[config.mk]
export PLATFORM = sky130hd
export DESIGN_NAME = pipeline_monitor_flat
export DESIGN_NICKNAME = d
export VERILOG_FILES = /design/src/rtl/pipeline_monitor_pkg.sv /design/src/rtl/pipeline_monitor_if.sv /design/src/rtl/pipeline_monitor_sat_counter.sv /design/src/rtl/pipeline_monitor.sv /design/src/flat_wrapper.sv
export SDC_FILE = /design/constraint.sdc
export NUM_CORES = 1
export LEC_CHECK = 0
export CORE_MARGIN = 5
export CORE_UTILIZATION = 47
export CTS_BUF_LIST = sky130_fd_sc_hd__clkbuf_4 sky130_fd_sc_hd__clkbuf_8
export DETAILED_ROUTE_END_ITERATION = 8
export PLACE_DENSITY_LB_ADDON = 0.05
export SYNTH_ARGS = -nofsm -noshare
export SYNTH_HDL_FRONTEND = slang
export SYNTH_SLANG_ARGS = --single-unit
[constraint.sdc]
create_clock -name clk_i -period 5.8 [get_ports clk_i]
set_input_delay 0.87 -clock clk_i [delete_from_list [all_inputs] [get_ports clk_i]]
set_output_delay 0.87 -clock clk_i [all_outputs]
set_load 0.005 [all_outputs]
[src/rtl/pipeline_monitor_pkg.sv]
// Shared types and defaults for the pipeline performance monitor.
// State encodings, counter width and run length used by RTL and bench.
package pipeline_monitor_pkg;

    localparam int DEF_CNT_W       = 32;
    localparam int DEF_CYCLE_LIMIT = 64;

    localparam int N_CNT    = 4;
    localparam int IX_CYC   = 0;
    localparam int IX_STALL = 1;
    localparam int IX_FLUSH = 2;
    localparam int IX_RET   = 3;

    typedef enum logic [1:0] {
        ST_IDLE = 2'd0,
        ST_RUN  = 2'd1,
        ST_DONE = 2'd2
    } state_t;

endpackage

[src/rtl/pipeline_monitor_if.sv]
// Observation bundle between the CPU side and the monitor.
// master: CPU/bench drives events and snapshot handshake; slave: monitor.
interface pipeline_monitor_if
    import pipeline_monitor_pkg::*;
#(
    parameter int CNT_W = DEF_CNT_W
);
    logic             start_i;
    logic             stall_i;
    logic             branch_i;
    logic             flush_i;
    logic             retire_i;
    logic             snap_req_i;
    logic             snap_ack_i;
    logic [1:0]       state_o;
    logic [CNT_W-1:0] cycle_cnt_o;
    logic [CNT_W-1:0] stall_cnt_o;
    logic [CNT_W-1:0] flush_cnt_o;
    logic [CNT_W-1:0] retire_cnt_o;
    logic [CNT_W-1:0] snap_cycle_o;
    logic [CNT_W-1:0] snap_stall_o;
    logic [CNT_W-1:0] snap_flush_o;
    logic [CNT_W-1:0] snap_retire_o;
    logic             snap_valid_o;
    logic             halt_o;

    modport master (
        output start_i, stall_i, branch_i, flush_i, retire_i,
        output snap_req_i, snap_ack_i,
        input  state_o, cycle_cnt_o, stall_cnt_o, flush_cnt_o,
        input  retire_cnt_o, snap_cycle_o, snap_stall_o,
        input  snap_flush_o, snap_retire_o, snap_valid_o, halt_o
    );

    modport slave (
        input  start_i, stall_i, branch_i, flush_i, retire_i,
        input  snap_req_i, snap_ack_i,
        output state_o, cycle_cnt_o, stall_cnt_o, flush_cnt_o,
        output retire_cnt_o, snap_cycle_o, snap_stall_o,
        output snap_flush_o, snap_retire_o, snap_valid_o, halt_o
    );

endinterface

[src/rtl/pipeline_monitor_sat_counter.sv]
// Saturating event counter with enable and synchronous clear.
// Ports: clk_i, clr_i, en_i; q_o = current value, nxt_o = value after this edge.
module sat_counter #(
    parameter int W = 32
) (
    input  logic         clk_i,
    input  logic         clr_i,
    input  logic         en_i,
    output logic [W-1:0] q_o,
    output logic [W-1:0] nxt_o
);

    assign nxt_o = (en_i && !(&q_o)) ? q_o + W'(1) : q_o;

    always_ff @(posedge clk_i) begin
        if (clr_i) q_o <= '0;
        else       q_o <= nxt_o;
    end

endmodule

[src/rtl/pipeline_monitor.sv]
// Pipeline performance monitor: cycle/stall/flush/retire counters + snapshot.
// Ports: clk_i, rst_i (sync, active-high), mon (slave side of the bundle).
module pipeline_monitor
    import pipeline_monitor_pkg::*;
#(
    parameter int CYCLE_LIMIT = DEF_CYCLE_LIMIT,
    parameter int CNT_W       = DEF_CNT_W
) (
    input  logic               clk_i,
    input  logic               rst_i,
    pipeline_monitor_if.slave  mon
);

    // Wide enough to hold CYCLE_LIMIT and any counter value without aliasing.
    localparam int XW = (CNT_W > 31) ? CNT_W + 1 : 32;

    state_t           state_q;
    state_t           state_d;
    logic             run;
    logic             lim_hit;
    logic             enter_done;
    logic             cap;
    logic [N_CNT-1:0] en;
    logic [CNT_W-1:0] cnt_q  [N_CNT];
    logic [CNT_W-1:0] cnt_d  [N_CNT];
    logic [CNT_W-1:0] snap_q [N_CNT];
    logic             snap_vld_q;
    logic             halt_q;
    logic [XW-1:0]    cyc_x;

    assign en[IX_CYC]   = run;
    assign en[IX_STALL] = run && mon.stall_i && !mon.branch_i;
    assign en[IX_FLUSH] = run && mon.flush_i;
    assign en[IX_RET]   = run && mon.retire_i;

    for (genvar g = 0; g < N_CNT; g++) begin : g_cnt
        sat_counter #(.W(CNT_W)) u_cnt (
            .clk_i (clk_i),
            .clr_i (rst_i),
            .en_i  (en[g]),
            .q_o   (cnt_q[g]),
            .nxt_o (cnt_d[g])
        );
    end

    // Compare the post-edge cycle count so DONE coincides with reaching the limit.
    assign cyc_x   = XW'(cnt_d[IX_CYC]);
    assign lim_hit = (cyc_x == XW'(CYCLE_LIMIT));

    always_ff @(posedge clk_i) begin
        if (rst_i) state_q <= ST_IDLE;
        else       state_q <= state_d;
    end

    always_comb begin
        state_d = state_q;
        unique case (state_q)
            ST_IDLE: if (mon.start_i) state_d = ST_RUN;
            ST_RUN: begin
                if (lim_hit)           state_d = ST_DONE;
                else if (!mon.start_i) state_d = ST_IDLE;
            end
            ST_DONE: state_d = ST_DONE;
            default: state_d = ST_IDLE;
        endcase
    end

    always_comb begin
        run         = (state_q == ST_RUN);
        mon.state_o = state_q;
    end

    assign enter_done = run && (state_d == ST_DONE);

    // Request is honoured when empty or when the ack frees the slot this edge.
    assign cap = (mon.snap_req_i && (!snap_vld_q || mon.snap_ack_i))
              || (enter_done && !snap_vld_q);

    always_ff @(posedge clk_i) begin
        if (rst_i) begin
            for (int i = 0; i < N_CNT; i++) snap_q[i] <= '0;
            snap_vld_q <= 1'b0;
        end else if (cap) begin
            for (int i = 0; i < N_CNT; i++) snap_q[i] <= cnt_d[i];
            snap_vld_q <= 1'b1;
        end else if (mon.snap_ack_i) begin
            snap_vld_q <= 1'b0;
        end
    end

    always_ff @(posedge clk_i) begin
        if (rst_i)           halt_q <= 1'b0;
        else if (enter_done) halt_q <= 1'b1;
    end

    assign mon.cycle_cnt_o   = cnt_q[IX_CYC];
    assign mon.stall_cnt_o   = cnt_q[IX_STALL];
    assign mon.flush_cnt_o   = cnt_q[IX_FLUSH];
    assign mon.retire_cnt_o  = cnt_q[IX_RET];
    assign mon.snap_cycle_o  = snap_q[IX_CYC];
    assign mon.snap_stall_o  = snap_q[IX_STALL];
    assign mon.snap_flush_o  = snap_q[IX_FLUSH];
    assign mon.snap_retire_o = snap_q[IX_RET];
    assign mon.snap_valid_o  = snap_vld_q;
    assign mon.halt_o        = halt_q;

endmodule

[src/flat_wrapper.sv]
// flat-port wrapper written by rule: the top's interface ports become plain ports
module pipeline_monitor_flat import pipeline_monitor_pkg::*;
#(
    parameter int CYCLE_LIMIT = DEF_CYCLE_LIMIT,
    parameter int CNT_W       = DEF_CNT_W
)
  (clk_i, rst_i, mon_start_i, mon_stall_i, mon_branch_i, mon_flush_i, mon_retire_i, mon_snap_req_i, mon_snap_ack_i, mon_state_o, mon_cycle_cnt_o, mon_stall_cnt_o, mon_flush_cnt_o, mon_retire_cnt_o, mon_snap_cycle_o, mon_snap_stall_o, mon_snap_flush_o, mon_snap_retire_o, mon_snap_valid_o, mon_halt_o);
  pipeline_monitor_if #(.CNT_W(CNT_W)) mon_i ();
  input  logic clk_i;
  input  logic rst_i;
  input wire logic [$bits(mon_i.start_i)-1:0] mon_start_i;
  input wire logic [$bits(mon_i.stall_i)-1:0] mon_stall_i;
  input wire logic [$bits(mon_i.branch_i)-1:0] mon_branch_i;
  input wire logic [$bits(mon_i.flush_i)-1:0] mon_flush_i;
  input wire logic [$bits(mon_i.retire_i)-1:0] mon_retire_i;
  input wire logic [$bits(mon_i.snap_req_i)-1:0] mon_snap_req_i;
  input wire logic [$bits(mon_i.snap_ack_i)-1:0] mon_snap_ack_i;
  output wire logic [$bits(mon_i.state_o)-1:0] mon_state_o;
  output wire logic [$bits(mon_i.cycle_cnt_o)-1:0] mon_cycle_cnt_o;
  output wire logic [$bits(mon_i.stall_cnt_o)-1:0] mon_stall_cnt_o;
  output wire logic [$bits(mon_i.flush_cnt_o)-1:0] mon_flush_cnt_o;
  output wire logic [$bits(mon_i.retire_cnt_o)-1:0] mon_retire_cnt_o;
  output wire logic [$bits(mon_i.snap_cycle_o)-1:0] mon_snap_cycle_o;
  output wire logic [$bits(mon_i.snap_stall_o)-1:0] mon_snap_stall_o;
  output wire logic [$bits(mon_i.snap_flush_o)-1:0] mon_snap_flush_o;
  output wire logic [$bits(mon_i.snap_retire_o)-1:0] mon_snap_retire_o;
  output wire logic [$bits(mon_i.snap_valid_o)-1:0] mon_snap_valid_o;
  output wire logic [$bits(mon_i.halt_o)-1:0] mon_halt_o;
  assign mon_i.start_i = mon_start_i;
  assign mon_i.stall_i = mon_stall_i;
  assign mon_i.branch_i = mon_branch_i;
  assign mon_i.flush_i = mon_flush_i;
  assign mon_i.retire_i = mon_retire_i;
  assign mon_i.snap_req_i = mon_snap_req_i;
  assign mon_i.snap_ack_i = mon_snap_ack_i;
  assign mon_state_o = mon_i.state_o;
  assign mon_cycle_cnt_o = mon_i.cycle_cnt_o;
  assign mon_stall_cnt_o = mon_i.stall_cnt_o;
  assign mon_flush_cnt_o = mon_i.flush_cnt_o;
  assign mon_retire_cnt_o = mon_i.retire_cnt_o;
  assign mon_snap_cycle_o = mon_i.snap_cycle_o;
  assign mon_snap_stall_o = mon_i.snap_stall_o;
  assign mon_snap_flush_o = mon_i.snap_flush_o;
  assign mon_snap_retire_o = mon_i.snap_retire_o;
  assign mon_snap_valid_o = mon_i.snap_valid_o;
  assign mon_halt_o = mon_i.halt_o;
  pipeline_monitor #(.CYCLE_LIMIT(CYCLE_LIMIT), .CNT_W(CNT_W)) u_core (.clk_i(clk_i), .rst_i(rst_i), .mon(mon_i));
endmodule
==> flow_summary_export.csv, run 1 <==
group,metric,value,unit
status,outcome,"complete, no violations",
clock_network,clk_latency,0.56,ns
worst_setup_path,worst-path-max-fanout,35,
drt,detail-route-antenna-nets,0,
synth,syn_area,0.0113,mm^2
synth,synth-edff-count,128,
worst_setup_path,cp_slowest_cell,"or4_1",
synth,syn-num-nets,1079,
placed_design,place_area,0.0141,mm^2
synth,synth_cells,1066,
placed_design,place_ws,1.32,ns
global_route,grt_pass1_vias,8840,
die,dieWidth,165,um
worst_setup_path,critPathMaxStageDelay,0.61,ns
pwr,swShare,22.3,%
min_path,whs_endpoint,"u_core.mon.halt_o$_SDFFE_PP0P_",
timing,drv_slew,0,
die,die_area,0.0271,mm^2
pwr,p_seq_share,51.0,%
clock_network,cts.sinks,260,
die,die_h,165,um
drt,finalWirelength,31.6,mm
clock_network,tritoncts.num_buffers,44,
synth,yosys-top-cells-area,"edfxtp_1 34%, dfxtp_1 23%, and3_1 6.8%, nor2_1 4.9%, xor2_1 4.4%",
global_route,grt_pass1_wl,48.9,mm
drt,via_per_inst,5.35,
timing,hold_viol_final,0,
pwr,comb_power_share,5.3,%
timing,period_minus_slack,4.50,ns
timing,fin_setup_tns,0,ns
worst_setup_path,path_class,"reg2reg",
timing,max-slew-margin-rel,30.2,%
die,core,0.0235,mm^2
synth,ys_seq_elements,260,
pwr,p_sw,0.870,mW
drt,drt_iter0_drc,624,
clock_network,post-cts-setup-buffers,0,
pwr,power.density,259,mW/mm^2
die,rows,56,
global_route,antenna_found_initial,1,
clock_network,clk_pin_slew,0.06,ns
finish,synthToLayoutAreaGrowth,33.8,%
timing,final.setup_skew,0.0251,ns
timing,fmax,0.222,GHz
synth,yosys_warnings,0,
finish,drive_gt1_share,7.30,%
clock_network,clockRootBuffer,"clkbuf_8",
pwr,p_clk_share,43.6,%
finish,fin_util,64.0,%
worst_setup_path,crit_family,"simple AND/OR/NAND/NOR gates",
timing,rsz0062_at_grt,"no",
clock_network,cts_resized,0,
drt,drc,0,
worst_setup_path,cp-end-kind,"register",
global_route,grt.overflow.total,0,
synth,synth_async_sr_flop_share,0,%
synth,syn_area_per_cell,10.6,um^2
die,ioPinCount,269,
pwr,power,3.90,mW
worst_setup_path,reg2reg_slack,1.30,ns
drt,routedWlPerCell,18.7,um
synth,synth_top_area_share,34.2,%
timing,holdWs,0.447,ns
clock_network,cts_tree,"built",
finish,stdcell_count,1689,
worst_setup_path,worstPathCellList,"nand4_1 -> or4_1 -> a2111oi_0 -> xnor2_1 -> nand4b_1 -> nand4bb_1 -> or3_4 -> o21ai_4 -> a21o_4 -> buf_4",
synth,ys_seq_area_share,57.6,%
global_route,grt_max_degree,105,
pwr,peakVddDrop,0.000183,V
worst_setup_path,crit_buf_inv,1,
min_path,hold_depth,2,
placed_design,dp_cells,1607,
clock_network,hold_buffers,0,
timing,finalSetupViolCount,0,
placed_design,io_buffers,268,
placed_design,hpwl,21.4,mm
drt,drtPass1Iterations,5,
finish,fin_area,0.0151,mm^2
worst_setup_path,reg2regPathDepth,10,
flow_run,max_cap_viol_count,0,
synth,synth_area_leader_cell,"edfxtp_1",
placed_design,routabilityCongestion,0.959,
worst_setup_path,crit_path_start_kind,"register",
timing,worst-slew-pin-transition,1.05,ns
worst_setup_path,rr_endpoint,"u_core.snap_q[2][13]$_SDFFCE_PN0P_",
timing,setup_ws,1.30,ns
worst_setup_path,critPathArrivalTime,4.71,ns
clock_network,cts_htree_levels,2,
worst_setup_path,r2r-start,"u_core.g_cnt[0].u_cnt.q_o[26]$_SDFF_PP0_",
clock_network,clk_path_buf_depth,3,
synth,synth-main-ff-cell,"dfxtp_1",
finish,nNetsFinal,1347,
min_path,worstHoldStart,"u_core.mon.halt_o$_SDFFE_PP0P_",
worst_setup_path,setup.worst_path.start,"u_core.g_cnt[0].u_cnt.q_o[26]$_SDFF_PP0_",
worst_setup_path,required,6.00,ns
timing,period_share,77.6,%
pwr,p_int,3.03,mW
pwr,p_leak,5.60,nW
global_route,track_usage,22.7,%
drt,route.vias.total,9039,
min_path,hold_class,"reg2reg",
die,initial_core_util,47.8,%
synth,synth_cell_types,59,
==> cells in the final DEF, fill, tap and decap left out, types with 22 or more instances in the layout <==
cell type and count:
a21oi_1 22, and3_1 123, clkbuf_8 54, clkdlybuf4s50_1 267
dfxtp_1 132, edfxtp_1 128, inv_1 24, nand2_1 59
nand3_1 41, nand4_1 48, nor2_1 146, nor3_1 43
xnor2_1 52, xor2_1 57
==> power by group through the flow <==
stage	clock network, mW	logic (mW)	registers (mW)
6_report	1.70	0.208	1.99
5_1_grt	1.83	0.224	2.00
4_1_cts	1.74	0.212	1.99
3_5_place_dp	0	0.211	2.03
3_3_place_gp	0	0.210	2.03
2_1_floorplan	0	0.0737	2.04
==> cells by family (layout without fill, tap and decap cells) <==
kind of cell	count (synthesis)	count (layout)	synth area share (%)
other	0	1	0
and+or+nand+nor	552	552	26.3
xor gates and xnor gates	109	109	8.48
muxes	4	4	0.367
adders and majority gates	4	4	0.445
DFF	260	260	57.6
buffers and inverters	77	380	3.25
AOI/OAI and AO/OA	60	60	3.49
==> sequential cells by signal, indices dropped and copies added, names as in the netlist <==
| signal | count |
|---|---|
| u_core.mon.snap_valid_o | 1 |
| u_core.g_cnt.u_cnt.q_o | 128 |
| u_core.mon.state_o | 2 |
| u_core.mon.halt_o | 1 |
| u_core.snap_q | 128 |
==> routing by layer <==
metal,part of all wire [%],track usage (%)
met1,43,30.6
met5,0,0
met2,45,35.3
met3,8.8,6.46
met4,2.7,7.67
==> tightest hold or removal path, stage by stage, from the launching register on <==
cell and delay (ns):
dfxtp_1 0.31, inv_1 0.05, a21oi_1 0.05
==> cells in the mapped netlist (2+ instances only) <==
master and n:
a2111oi_0 3, a211oi_1 2, a21oi_1 22, a31oi_1 4, and2_1 10, and3_1 123
and4_1 14, buf_2 6, buf_8 5, clkbuf_1 37, clkbuf_2 4, dfxtp_1 132
edfxtp_1 128, ha_1 4, inv_1 24, mux2i_1 3, nand2_1 60, nand2b_1 6
nand3_1 41, nand3b_1 2, nand4_1 48, nand4b_1 2, nand4bb_1 3, nor2_1 146
nor2b_1 6, nor3_1 43, nor3_2 2, nor4_1 11, o21ai_0 15, o31a_1 3
o31ai_1 2, or2_2 3, or3_1 14, or4_1 6, xnor2_1 52, xor2_1 57
==> layout make-up <==
class	instances	area, um^2
fill	2019	8480
antenna	1	2.50
sequential	260	6490
multi-input combinational	729	4410
inverter	24	90.1
tap	319	399
timing repair buffer	275	2750
clock buffer	66	833
clock inverter	15	93.8
==> worst max path at each step <==
stage                                         endpoint  slack (ns)  depth (start not counted)
global placement     u_core.snap_q[1][4]$_SDFFCE_PN0P_        1.28                         10
finish              u_core.snap_q[2][13]$_SDFFCE_PN0P_        1.30                         10
detailed placement   u_core.snap_q[1][4]$_SDFFCE_PN0P_        1.32                         10
global route        u_core.snap_q[2][13]$_SDFFCE_PN0P_        1.03                         10
CTS                 u_core.snap_q[2][13]$_SDFFCE_PN0P_        1.31                         10
floorplan            u_core.snap_q[0][0]$_SDFFCE_PN0P_        0.87                         10
Note: power is estimated with default switching activity, not from simulation.
==> run 2, diff against run 1 <==
--- a/config.mk
+++ b/config.mk
@@ -6,7 +6,7 @@
 export NUM_CORES = 1
 export LEC_CHECK = 0
 export CORE_MARGIN = 5
-export CORE_UTILIZATION = 47
+export CORE_UTILIZATION = 52
 export CTS_BUF_LIST = sky130_fd_sc_hd__clkbuf_4 sky130_fd_sc_hd__clkbuf_8
 export DETAILED_ROUTE_END_ITERATION = 8
 export PLACE_DENSITY_LB_ADDON = 0.05
==> constraint.sdc (replaced) <==
create_clock -name clk_i -period 4.35 [get_ports clk_i]
set_input_delay 0.6525 -clock clk_i [delete_from_list [all_inputs] [get_ports clk_i]]
set_output_delay 0.6525 -clock clk_i [all_outputs]
set_load 0.005 [all_outputs]
==> flow_summary_export.csv, run 2 (synthesized netlist as in run 1, its figures left out) <==
group,metric,value,unit
finish,synthToLayoutAreaGrowth,33.5,%
placed_design,hpwl,22.2,mm
drt,detail-route-antenna-nets,0,
timing,fin_setup_tns,0,ns
finish,stdcell_count,1649,
timing,final.setup_skew,0.0268,ns
global_route,track_usage,25.1,%
drt,via_per_inst,5.58,
global_route,grt_max_degree,105,
timing,period_share,94.0,%
die,ioPinCount,269,
clock_network,cts_htree_levels,2,
drt,finalWirelength,32.0,mm
die,dieWidth,157,um
clock_network,clockRootBuffer,"clkbuf_8",
clock_network,clk_pin_slew,0.06,ns
timing,period_minus_slack,4.09,ns
clock_network,tritoncts.num_buffers,42,
global_route,antenna_found_initial,0,
drt,routedWlPerCell,19.4,um
drt,route.vias.total,9201,
worst_setup_path,critPathArrivalTime,4.28,ns
finish,drive_gt1_share,7.71,%
global_route,grt_pass1_vias,8893,
worst_setup_path,required,4.54,ns
pwr,peakVddDrop,0.000302,V
finish,final_common_cell,"clkdlybuf4s50_1",
worst_setup_path,worst-path-max-fanout,72,
finish,nNetsFinal,1356,
global_route,grt.overflow.total,0,
timing,hold_viol_final,0,
drt,drt_iter0_drc,619,
placed_design,routabilityCongestion,1.01,
placed_design,io_buffers,268,
finish,mostFrequentLayoutCells,"267 x clkdlybuf4s50_1, 146 x nor2_1, 132 x dfxtp_1",
flow_run,max_cap_viol_count,0,
timing,drv_slew,0,
clock_network,cts_tree,"built",
die,die_area,0.0247,mm^2
timing,holdWs,0.454,ns
drt,drtPass1Iterations,5,
clock_network,clk_path_buf_depth,3,
worst_setup_path,path_class,"reg2reg",
finish,fillers,1607,
die,die_h,157,um
clock_network,cts.sinks,260,
timing,rsz0062_at_grt,"no",
placed_design,place_area,0.0142,mm^2
finish,fin_area,0.0150,mm^2
pwr,power.density,337,mW/mm^2
drt,drc,0,
timing,finalSetupViolCount,0,
min_path,hold_class,"reg2reg",
timing,fmax,0.245,GHz
die,rows,53,
timing,worst-slew-pin-transition,0.863,ns
timing,max-slew-margin-rel,41.0,%
finish,n_antenna_cell,0,
status,outcome,"complete, no violations",
global_route,grt_pass1_wl,49.2,mm
worst_setup_path,crit_path_start_kind,"register",
clock_network,clk_latency,0.56,ns
pwr,p_leak,5.62,nW
die,initial_core_util,53.2,%
clock_network,post-cts-setup-buffers,0,
placed_design,dp_cells,1574,
die,core,0.0212,mm^2
worst_setup_path,cp-end-kind,"register",
run 2: metal layers:
layer / vias up / part of all wire (%) / track usage (%)
li1: 4384 / - / -
met3: 73 / 8.9 / 6.82
met2: 392 / 45 / 38.4
met5: - / 0 / 0
met4: 0 / 3.3 / 8.48
met1: 4352 / 43 / 34.9
run 2: critical path, cell delays in order, from the launching register on:
cell and delay, ns:
dfxtp_1 0.48, ha_1 0.25, nand3_1 0.21, nor2_1 0.47, a41oi_1 0.23, xnor2_1 0.49
and4bb_1 0.30, nand4_1 0.18, or3_4 0.40, o21ai_4 0.20, a21o_4 0.17, buf_12 0.34
run 2: cell type report:
class | instances | area, um^2 | share of cell area (%)
Sequential cell | 260 | 6490 | 43.2
Multi-Input combinational cell | 729 | 4420 | 29.4
Tap cell | 275 | 344 | 2.29
Timing Repair Buffer | 286 | 2850 | 19.0
Inverter | 24 | 90.1 | 0.599
Clock buffer | 58 | 729 | 4.85
Clock inverter | 17 | 109 | 0.724
run 2: repair_timing:
item	in CTS	in global routing
setup endpoints to repair	0	2
hold buffers	0	0
gates resized for setup	0	1
run 2: worst paths after layout:
check | end | cells past startpoint | start | slack, ns
worst min-delay path | u_core.mon.halt_o$_SDFFE_PP0P_ | 2 | u_core.mon.halt_o$_SDFFE_PP0P_ | 0.45
worst max-delay path | u_core.snap_q[2][17]$_SDFFCE_PN0P_ | 11 | u_core.g_cnt[0].u_cnt.q_o[0]$_SDFF_PP0_ | 0.26
worst max register to register | u_core.snap_q[2][17]$_SDFFCE_PN0P_ | 11 | u_core.g_cnt[0].u_cnt.q_o[0]$_SDFF_PP0_ | 0.26
worst min register to register | u_core.mon.halt_o$_SDFFE_PP0P_ | 2 | u_core.mon.halt_o$_SDFFE_PP0P_ | 0.45
run 2: through the flow:
step	util [%]	power, mW	setup slack [ns]
3_3_place_gp	67.1	3.00	0.232
2_1_floorplan	-	2.81	0.104
6_report	71.0	5.06	0.260
3_5_place_dp	67.1	3.00	0.289
5_1_grt	71.0	5.23	0.0722
4_1_cts	71.0	5.10	0.244
run 2: report_power, final:
part           switching (mW)  total [mW]  internal, mW
combinational           0.154       0.289         0.135
clock                   0.966        2.11          1.15
sequential             0.0266        2.66          2.63
